===== config.mk =====
export PLATFORM = sky130hd
export DESIGN_NAME = protocol_sequencer_flat
export DESIGN_NICKNAME = d
export VERILOG_FILES = /design/src/rtl/protocol_sequencer_pkg.sv /design/src/rtl/protocol_sequencer_if.sv /design/src/rtl/protocol_sequencer_next_sel.sv /design/src/rtl/protocol_sequencer.sv /design/src/flat_wrapper.sv
export SDC_FILE = /design/constraint.sdc
export NUM_CORES = 1
export LEC_CHECK = 0
export ABC_AREA = 1
export CAP_MARGIN = 25
export CELL_PAD_IN_SITES_DETAIL_PLACEMENT = 0
export CELL_PAD_IN_SITES_GLOBAL_PLACEMENT = 2
export CORE_ASPECT_RATIO = 0.75
export CORE_UTILIZATION = 29
export CTS_BUF_LIST = sky130_fd_sc_hd__clkbuf_4 sky130_fd_sc_hd__clkbuf_8 sky130_fd_sc_hd__clkbuf_16
export DETAILED_ROUTE_END_ITERATION = 12
export GPL_TIMING_DRIVEN = 0
export HOLD_SLACK_MARGIN = 0.08
export PLACE_DENSITY_LB_ADDON = 0.1
export SETUP_SLACK_MARGIN = 0.4
export SLEW_MARGIN = 20
export SYNTH_ARGS = -nofsm -noshare
export SYNTH_HDL_FRONTEND = slang
export SYNTH_HIERARCHICAL = 1
export SYNTH_SLANG_ARGS = --single-unit

===== constraint.sdc =====
create_clock -name clk_i -period 3 [get_ports clk_i]
set_input_delay 0.6 -clock clk_i [delete_from_list [all_inputs] [get_ports clk_i]]
set_output_delay 0.6 -clock clk_i [all_outputs]
set_load 0.1 [all_outputs]

===== src/rtl/protocol_sequencer_pkg.sv =====
// Shared definitions for the protocol sequencer: state encoding, DC code and
// parameter defaults.
package protocol_sequencer_pkg;

  localparam int CNT_W_DEF     = 32;
  localparam int NUM_PROTO_DEF = 5;
  localparam int PROTO_W       = 3;

  localparam logic [PROTO_W-1:0] PROTO_DC = '0;

  typedef enum logic [1:0] {
    ST_IDLE   = 2'd0,
    ST_SETTLE = 2'd1,
    ST_RUN    = 2'd2,
    ST_DONE   = 2'd3
  } state_t;

endpackage


===== src/rtl/protocol_sequencer_if.sv =====
// Control/status bundle between the sequence controller (master) and the
// protocol sequencer (slave).
interface protocol_sequencer_if
  import protocol_sequencer_pkg::*;
#(
  parameter int CNT_W     = CNT_W_DEF,
  parameter int NUM_PROTO = NUM_PROTO_DEF
);
  logic                 start_i;
  logic                 stop_i;
  logic                 loop_i;
  logic [NUM_PROTO-1:0] mask_i;
  logic [CNT_W-1:0]     settle_i;
  logic [CNT_W-1:0]     dwell_i;
  logic [PROTO_W-1:0]   protocol_o;
  logic                 trigger_o;
  logic                 busy_o;
  logic                 done_o;

  modport slave (
    input  start_i, stop_i, loop_i, mask_i, settle_i, dwell_i,
    output protocol_o, trigger_o, busy_o, done_o
  );

  modport master (
    output start_i, stop_i, loop_i, mask_i, settle_i, dwell_i,
    input  protocol_o, trigger_o, busy_o, done_o
  );
endinterface


===== src/rtl/protocol_sequencer_next_sel.sv =====
// Priority search: lowest enabled protocol code strictly above cur_code.
// With cur_code = PROTO_DC this yields the first enabled protocol.
module protocol_next_sel
  import protocol_sequencer_pkg::*;
#(
  parameter int NUM_PROTO = NUM_PROTO_DEF
) (
  input  logic [NUM_PROTO-1:0] mask,
  input  logic [PROTO_W-1:0]   cur_code,
  output logic [PROTO_W-1:0]   next_code,
  output logic                 valid
);

  // Scan from the top down so the lowest qualifying index wins.
  always_comb begin
    next_code = PROTO_DC;
    valid     = 1'b0;
    for (int k = NUM_PROTO; k >= 1; k--) begin
      if (mask[k-1] && (PROTO_W'(k) > cur_code)) begin
        next_code = PROTO_W'(k);
        valid     = 1'b1;
      end
    end
  end

endmodule


===== src/rtl/protocol_sequencer.sv =====
// Steps through enabled protocols: DC settle, then dwell on each protocol code,
// optionally looping; all outputs registered.
module protocol_sequencer
  import protocol_sequencer_pkg::*;
#(
  parameter int CNT_W     = CNT_W_DEF,
  parameter int NUM_PROTO = NUM_PROTO_DEF
) (
  input  logic                 clk_i,
  input  logic                 rst_i,
  protocol_sequencer_if.slave  bus
);

  state_t             state_q, state_d;
  logic [CNT_W-1:0]   cnt_q, cnt_d;
  logic [PROTO_W-1:0] cur_q, cur_d;
  logic [PROTO_W-1:0] first_code, next_code;
  logic               first_vld, next_vld;
  logic [PROTO_W-1:0] protocol_d;
  logic               trigger_d, busy_d, done_d;

  // A phase of N cycles lasts max(N,1); the counter expires at zero.
  function automatic logic [CNT_W-1:0] load_count(input logic [CNT_W-1:0] v);
    return (v == '0) ? '0 : v - CNT_W'(1);
  endfunction

  protocol_next_sel #(.NUM_PROTO(NUM_PROTO)) u_first_sel (
    .mask      (bus.mask_i),
    .cur_code  (PROTO_DC),
    .next_code (first_code),
    .valid     (first_vld)
  );

  protocol_next_sel #(.NUM_PROTO(NUM_PROTO)) u_next_sel (
    .mask      (bus.mask_i),
    .cur_code  (cur_q),
    .next_code (next_code),
    .valid     (next_vld)
  );

  always_comb begin
    state_d = state_q;
    cnt_d   = cnt_q;
    cur_d   = cur_q;
    unique case (state_q)
      ST_IDLE: begin
        if (bus.start_i && !bus.stop_i && first_vld) begin
          state_d = ST_SETTLE;
          cur_d   = first_code;
          cnt_d   = load_count(bus.settle_i);
        end
      end
      ST_SETTLE: begin
        if (bus.stop_i) begin
          state_d = ST_IDLE;
          cnt_d   = '0;
          cur_d   = PROTO_DC;
        end else if (cnt_q == '0) begin
          state_d = ST_RUN;
          cnt_d   = load_count(bus.dwell_i);
        end else begin
          cnt_d = cnt_q - CNT_W'(1);
        end
      end
      ST_RUN: begin
        if (bus.stop_i) begin
          state_d = ST_IDLE;
          cnt_d   = '0;
          cur_d   = PROTO_DC;
        end else if (cnt_q == '0) begin
          // Mask and loop are taken as they stand on the expiry cycle.
          if (next_vld) begin
            state_d = ST_SETTLE;
            cur_d   = next_code;
            cnt_d   = load_count(bus.settle_i);
          end else if (bus.loop_i && first_vld) begin
            state_d = ST_SETTLE;
            cur_d   = first_code;
            cnt_d   = load_count(bus.settle_i);
          end else begin
            state_d = ST_DONE;
            cnt_d   = '0;
            cur_d   = PROTO_DC;
          end
        end else begin
          cnt_d = cnt_q - CNT_W'(1);
        end
      end
      ST_DONE: begin
        state_d = ST_IDLE;
        cnt_d   = '0;
        cur_d   = PROTO_DC;
      end
      default: begin
        state_d = ST_IDLE;
        cnt_d   = '0;
        cur_d   = PROTO_DC;
      end
    endcase

    protocol_d = (state_d == ST_RUN) ? cur_d : PROTO_DC;
    trigger_d  = (state_d == ST_RUN) && (state_q == ST_SETTLE);
    busy_d     = (state_d == ST_SETTLE) || (state_d == ST_RUN);
    done_d     = (state_d == ST_DONE);
  end

  always_ff @(posedge clk_i or posedge rst_i) begin
    if (rst_i) begin
      state_q        <= ST_IDLE;
      cnt_q          <= '0;
      cur_q          <= PROTO_DC;
      bus.protocol_o <= PROTO_DC;
      bus.trigger_o  <= 1'b0;
      bus.busy_o     <= 1'b0;
      bus.done_o     <= 1'b0;
    end else begin
      state_q        <= state_d;
      cnt_q          <= cnt_d;
      cur_q          <= cur_d;
      bus.protocol_o <= protocol_d;
      bus.trigger_o  <= trigger_d;
      bus.busy_o     <= busy_d;
      bus.done_o     <= done_d;
    end
  end

endmodule


===== src/flat_wrapper.sv =====
// flat-port wrapper written by rule: the top's interface ports become plain ports
module protocol_sequencer_flat import protocol_sequencer_pkg::*;
#(
  parameter int CNT_W     = CNT_W_DEF,
  parameter int NUM_PROTO = NUM_PROTO_DEF
)
  (clk_i, rst_i, bus_start_i, bus_stop_i, bus_loop_i, bus_mask_i, bus_settle_i, bus_dwell_i, bus_protocol_o, bus_trigger_o, bus_busy_o, bus_done_o);
  protocol_sequencer_if #(.CNT_W(CNT_W), .NUM_PROTO(NUM_PROTO)) bus_i ();
  input  logic clk_i;
  input  logic rst_i;
  input wire logic [$bits(bus_i.start_i)-1:0] bus_start_i;
  input wire logic [$bits(bus_i.stop_i)-1:0] bus_stop_i;
  input wire logic [$bits(bus_i.loop_i)-1:0] bus_loop_i;
  input wire logic [$bits(bus_i.mask_i)-1:0] bus_mask_i;
  input wire logic [$bits(bus_i.settle_i)-1:0] bus_settle_i;
  input wire logic [$bits(bus_i.dwell_i)-1:0] bus_dwell_i;
  output wire logic [$bits(bus_i.protocol_o)-1:0] bus_protocol_o;
  output wire logic [$bits(bus_i.trigger_o)-1:0] bus_trigger_o;
  output wire logic [$bits(bus_i.busy_o)-1:0] bus_busy_o;
  output wire logic [$bits(bus_i.done_o)-1:0] bus_done_o;
  assign bus_i.start_i = bus_start_i;
  assign bus_i.stop_i = bus_stop_i;
  assign bus_i.loop_i = bus_loop_i;
  assign bus_i.mask_i = bus_mask_i;
  assign bus_i.settle_i = bus_settle_i;
  assign bus_i.dwell_i = bus_dwell_i;
  assign bus_protocol_o = bus_i.protocol_o;
  assign bus_trigger_o = bus_i.trigger_o;
  assign bus_busy_o = bus_i.busy_o;
  assign bus_done_o = bus_i.done_o;
  protocol_sequencer #(.CNT_W(CNT_W), .NUM_PROTO(NUM_PROTO)) u_core (.clk_i(clk_i), .rst_i(rst_i), .bus(bus_i));
endmodule

Word level (Yosys, flattened, before mapping)
Index checks and enable logic that the tools add are counted.
- $add $sub $neg: 3
- magnitude comparators: 5
- equality and inequality tests: 7
- reduce and logical (&&, ||, !) cells: 15
- multiplexer cells: 46
- operator list (kind ; count):
    two-way mux 32 bit ; 9
    case mux 32 bit (4 select lines) ; 1
    logical NOT 32 bit ; 3
    subtractor 32 x 1 -> 32 bit, second input constant ; 3
    two-way mux 3 bit ; 17
    two-way mux 2 bit ; 7
    case mux 3 bit (4 select lines) ; 1
    two-way mux 1 bit ; 10
    logical AND 1 bit ; 9
    equality test 2 bit, second input constant ; 4
    case mux 2 bit (4 select lines) ; 1
    greater-than comparator 2 x 3 -> 1 bit, first input constant ; 2
    greater-than comparator 3 bit, first input constant ; 2
    equality test 2 x 1 -> 1 bit, second input constant ; 2
    greater-than comparator 1 x 3 -> 1 bit, first input constant ; 1
    logical NOT 2 bit ; 1
    inequality test 2 x 1 -> 1 bit, second input constant ; 1
    logical NOT 1 bit ; 1
    logical OR 1 bit ; 1
- bits in registers: 43
- word-level logic and storage cells: 83
- input bits: 74
- output and inout port bits: 6

Longest topological paths before layout
- depth after elaboration: 13
- gate-level depth with buffers: 16
- mapped depth without buffers: 15

Cells and area by module
The synthesis kept the hierarchy.
- modules (own cells, without submodules) (module ; area each (um2) ; cells an instance ; seq. area each (um2) ; instances):
    protocol_sequencer ; 5734.2 ; 1043 ; 1076.0 ; 1
    protocol_next_sel ; 101.3 ; 21 ; 0.0 ; 2

Least setup slack after synthesis
Ideal clock, no wire load.
- path type: reg-to-reg
- start point: reg u_core.cnt_q[0]
- end point: reg u_core.bus.protocol_o[0]
- slack: 0.877 ns
- library setup time: 0.130 ns
- data arrival time: 1.993 ns
- period minus slack after synthesis: 2.123 ns
- stages on the path, launching flop included: 12
- buffers on the path: 1
- cell sequence: dfrtp_1 > inv_1 > ha_1 > nand3_4 > nor3b_4 > nand3_2 > nor3_4 > buf_6 > a31oi_1 > ha_1 > inv_1 > a21oi_1
- word-level cells in the longest chain between the ends: 6
- elaborated cells on any way between the ends: 11
- RTL lines (element ; RTL line ; RTL):
    start: declaration ; protocol_sequencer.sv:15 ; logic [CNT_W-1:0] cnt_q, cnt_d;
    start signal: assignment ; protocol_sequencer.sv:118 ; cnt_q <= cnt_d;
    logical NOT 32 bit (*) ; protocol_sequencer.sv:58, protocol_sequencer.sv:70 ;
    two-way mux 2 bit, on equally long branches ; protocol_sequencer.sv:70, protocol_sequencer.sv:58 ;
    two-way mux 2 bit, on equally long branches ; protocol_sequencer.sv:66, protocol_sequencer.sv:54 ;
    case mux 2 bit (4 select lines) (*) ; protocol_sequencer.sv:45 ; unique case (state_q)
    via u_core.state_d[1] ; protocol_sequencer.sv:14 ; state_t state_q, state_d;
    equality test 2 bit (*) ; protocol_sequencer.sv:101 ; protocol_d = (state_d == ST_RUN) ? cur_d : PROTO_DC;
    two-way mux 3 bit (*) ; protocol_sequencer.sv:101 ;
    via u_core.protocol_d[0] ; protocol_sequencer.sv:19 ; logic [PROTO_W-1:0] protocol_d;
    end signal: assignment ; protocol_sequencer.sv:120 ; bus.protocol_o <= protocol_d;
    end: declaration ; protocol_sequencer_if.sv:22 ; output protocol_o, trigger_o, busy_o, done_o
Mark *: on every way through the listed nets, which the timed path passes. The rest lies on a longest branch.
A chain may end at the register's enable or synchronous reset.

Final worst setup path
- start point: in bus_mask_i[1]
- end point: reg u_core.cnt_q[7]
- word-level cells in the longest chain between the ends: 8
- elaborated cells on any way between the ends: 13
- RTL lines (element ; RTL line ; RTL):
    start: declaration ; flat_wrapper.sv:14 ; input wire logic [$bits(bus_i.mask_i)-1:0] bus_mask_i;
    two-way mux 1 bit (*) (2 in a row) ; protocol_sequencer_next_sel.sv:19 ; if (mask[k-1] && (PROTO_W'(k) > cur_code)) begin
    via u_core.first_vld ; protocol_sequencer.sv:18 ; logic first_vld, next_vld;
    logical AND 1 bit ; protocol_sequencer.sv:76 ; end else if (bus.loop_i && first_vld) begin
    two-way mux 32 bit ; protocol_sequencer.sv:76 ;
    two-way mux 32 bit ; protocol_sequencer.sv:72 ; if (next_vld) begin
    two-way mux 32 bit ; protocol_sequencer.sv:70 ; end else if (cnt_q == '0) begin
    two-way mux 32 bit ; protocol_sequencer.sv:66 ; if (bus.stop_i) begin
    case mux 32 bit (4 select lines) ; protocol_sequencer.sv:45 ;
Marks and branches as above.

==> results.yml <==
outcome:
  status: "completed"
power:
  p_sw_share_pct: 45.2
  power.share.clock_pct: 22.1
  p_sw_uw: 1230
  p_per_area_nw_per_um2: 347
  ir_worst_vdd_mv: 0.173
  p_leak_uw: 0.00351
  internal-power_uw: 1490
  total_power_uw: 2710
  seqPwrFrac_pct: 32.4
  p_comb_share_pct: 45.5
synthesis:
  seq_area_frac_synth_pct: 18.1
  netlist.area_leader.share_pct: 22.4
  yosysTopAreaCell: "nand2_1"
  synth-main-ff-cell: "dfrtp_1"
  netlist_top_cells_area: "nand2_1 22%, dfrtp_1 18%, nor2_1 14%, inv_1 7.5%, nand3_1 6.1%"
  netlist_area_um2: 5940
  async_reset_ff_share_pct: 100
  yosys_warnings: 6
  ys_ff_latch: 43
  synth_commonest_cells: "354 x nand2_1, 217 x nor2_1, 119 x inv_1, 72 x nand3_1, 44 x nand4_1"
  synth-edff-count: 0
  netlist_instances: 1085
  yosysMostFrequentCell: "nand2_1"
  avgSynthCellArea_um2: 5.47
  synth_cell_types: 42
critical_path:
  crit_required_ps: 3170
  worstPathArrival_ps: 2710
  worst-setup-path-type: "input pin to flip-flop"
  cp-start-kind: "input pin"
  cp_max_fo: 10
  critPathCaptureType: "flip-flop"
flow_run:
  cap_violations: 0
layout:
  area_growth_pct: 31.5
  seq_area_um2: 1080
  multi_input_area_um2: 4630
  fin_nets: 1283
  diodes: 0
  num-fill-cells: 2311
  drive_above_1_share_pct: 13.4
floorplan:
  design.die.area_um2: 21100
  start_util_pct: 30.1
  ios: 80
  coreArea_um2: 19700
  rows: 44
  die_h_um: 126
  die-width_um: 167
drt:
  dr_total_vias: 7422
  drt_iter0_drc: 572
  via_per_inst: 5.10
  dr.pass1.iters: 5
  drt_wl_total_um: 26900
  wl_per_cell_um: 18.5
  ant_nets: 0
  drc: 0
placement:
  port_buffers: 79
  dp_hpwl_um: 22300
  pre_cts_ws_ps: -478
  place.gp.congestion: 0.902
grt:
  grt_antenna_before_repair: 0
  grt_max_degree: 31
  grt_pass1_wl_um: 40800
  grt_pass1_vias: 6880
  track_usage_pct: 25.5
  grt_remaining_overflow: 0
cts:
  cts_tree: "built"
  cts_inserted_buffers: 5
  root_buffer: "clkbuf_16"
  insertion_delay_ps: 290
  htree_levels: 2
  cts_hold_buf: 0
  clock_sinks: 43
  clock_path_buffers: 2
  clk_pin_slew_worst_paths_ps: 70
timing:
  hold_violations: 0
  setup_viol: 0
  rsz0062_at_grt: "yes"
  setup_slack_ps: 460
  slew_viol_final: 0
  period_minus_slack_ps: 2540
  hold_slack_ps: 553
  worst_pin_slew_ps: 971
  relSlewSlack_pct: 35.1
  skew_ps: 5.51
  fin_crit_sh_pct: 84.7
  fmax_mhz: 394
worst_hold_path:
  holdCritPathClass: "flip-flop to flip-flop"
==> placed cells by master (no fill, tap or decap), drive strengths merged, types with 3 or more instances in the layout <==
master	instances
inv	120
o21bai	8
nor3	9
ha	7
a21oi	32
conb	8
nand2	356
nand3	79
nor2	236
a31oi	3
dlymetal6s2s	7
a22oi	5
clkinvlp	3
dfrtp	43
xor2	31
nand3b	4
nand4	44
clkdlybuf4s50	72
buf	36
o211ai	4
o21ai	42
clkbuf	12
clkinv	3
or2	6
a41oi	7
xnor2	14
and2	3
==> cell families (layout without fill, tap and decap cells) <==
kind of cell | Yosys count | in the layout | synth area share, %
AOI/OAI and AO/OA | 109 | 109 | 10.8
buffers and inverters | 144 | 253 | 9.76
adders and majority gates | 7 | 7 | 1.48
DFF | 43 | 43 | 18.1
other | 1 | 8 | 0.0632
and+or+nand+nor | 736 | 738 | 53.2
xor gates and xnor gates | 45 | 45 | 6.64
==> final timing paths <==
check,slack [ps],cells after the start,to,start
worst max-delay path,460,11,u_core/cnt_q[7]$_DFFE_PP0P_,bus_mask_i[1]
worst min-delay path,550,2,u_core/cnt_q[28]$_DFFE_PP0P_,u_core/cnt_q[28]$_DFFE_PP0P_
worst max register to register,570,6,u_core/cnt_q[5]$_DFFE_PP0P_,u_core/state_q[1]$_DFF_PP0_
worst min register to register,550,2,u_core/cnt_q[28]$_DFFE_PP0P_,u_core/cnt_q[28]$_DFFE_PP0P_
max in group asynchronous,1900,3,u_core/cur_q[0]$_DFF_PP0_,rst_i
min in group asynchronous,590,2,u_core/cnt_q[31]$_DFFE_PP0P_,rst_i
==> area by class of cell <==
type                       instances  area share [%]
multi-input combinational        907            59.4
buffer                            20            1.91
timing repair buffer             101            12.9
inverter                         124            6.06
clock inverter                     2           0.208
clock buffer                       6            1.78
sequential                        43            13.8
tap                              253            4.06
==> layer usage <==
layer / global-route usage (%) / vias to the layer above / share of wire [%]
met5: 0 / - / 0
met4: 2.10 / 0 / 0.48
met3: 3.77 / 6 / 6.7
met2: 38.6 / 212 / 42
met1: 39.2 / 3502 / 51
li1: - / 3702 / -
==> repair_timing <==
item	4_1_cts	5_1_grt
buffers inserted	6	14
pin swaps	3	17
endpoints found under the setup margin	39	37
resized for setup	43	81
cloned	0	3
==> per-stage QoR <==
stage	util (%)	instance area, um^2	TNS, ps	cells
6_report	39.6	7810	0	1456
5_1_grt	39.6	7810	0	1456
4_1_cts	37.7	7430	0	1439
3_5_place_dp	36.0	7090	-7280	1425
3_3_place_gp	35.9	7070	-7810	1424
2_1_floorplan	-	5960	0	1092
==> flip-flops by register name (all words and copies together), names as in the netlist <==
name                   cells
u_core/bus.done_o          1
u_core/bus.busy_o          1
u_core/state_q             2
u_core/bus.protocol_o      3
u_core/cur_q               3
u_core/cnt_q              32
u_core/bus.trigger_o       1
==> power groups by stage <==
stage	Sequential [uW]	Combinational (uW)	Clock (uW)
2_1_floorplan	844	734	0
3_3_place_gp	886	1150	0
3_5_place_dp	884	1150	0
4_1_cts	875	1180	612
5_1_grt	903	1370	639
6_report	878	1240	599
==> worst max-delay path, cell delays in order <==
cell	delay, ps
clkdlybuf4s50_1	520
nand3_2	100
nand2_1	80
clkinv_1	100
nand3_2	120
nand3_2	180
inv_2	160
nor2_4	80
clkbuf_2	270
a31oi_1	380
a21oi_1	120
(Power assumes the default switching activity.)
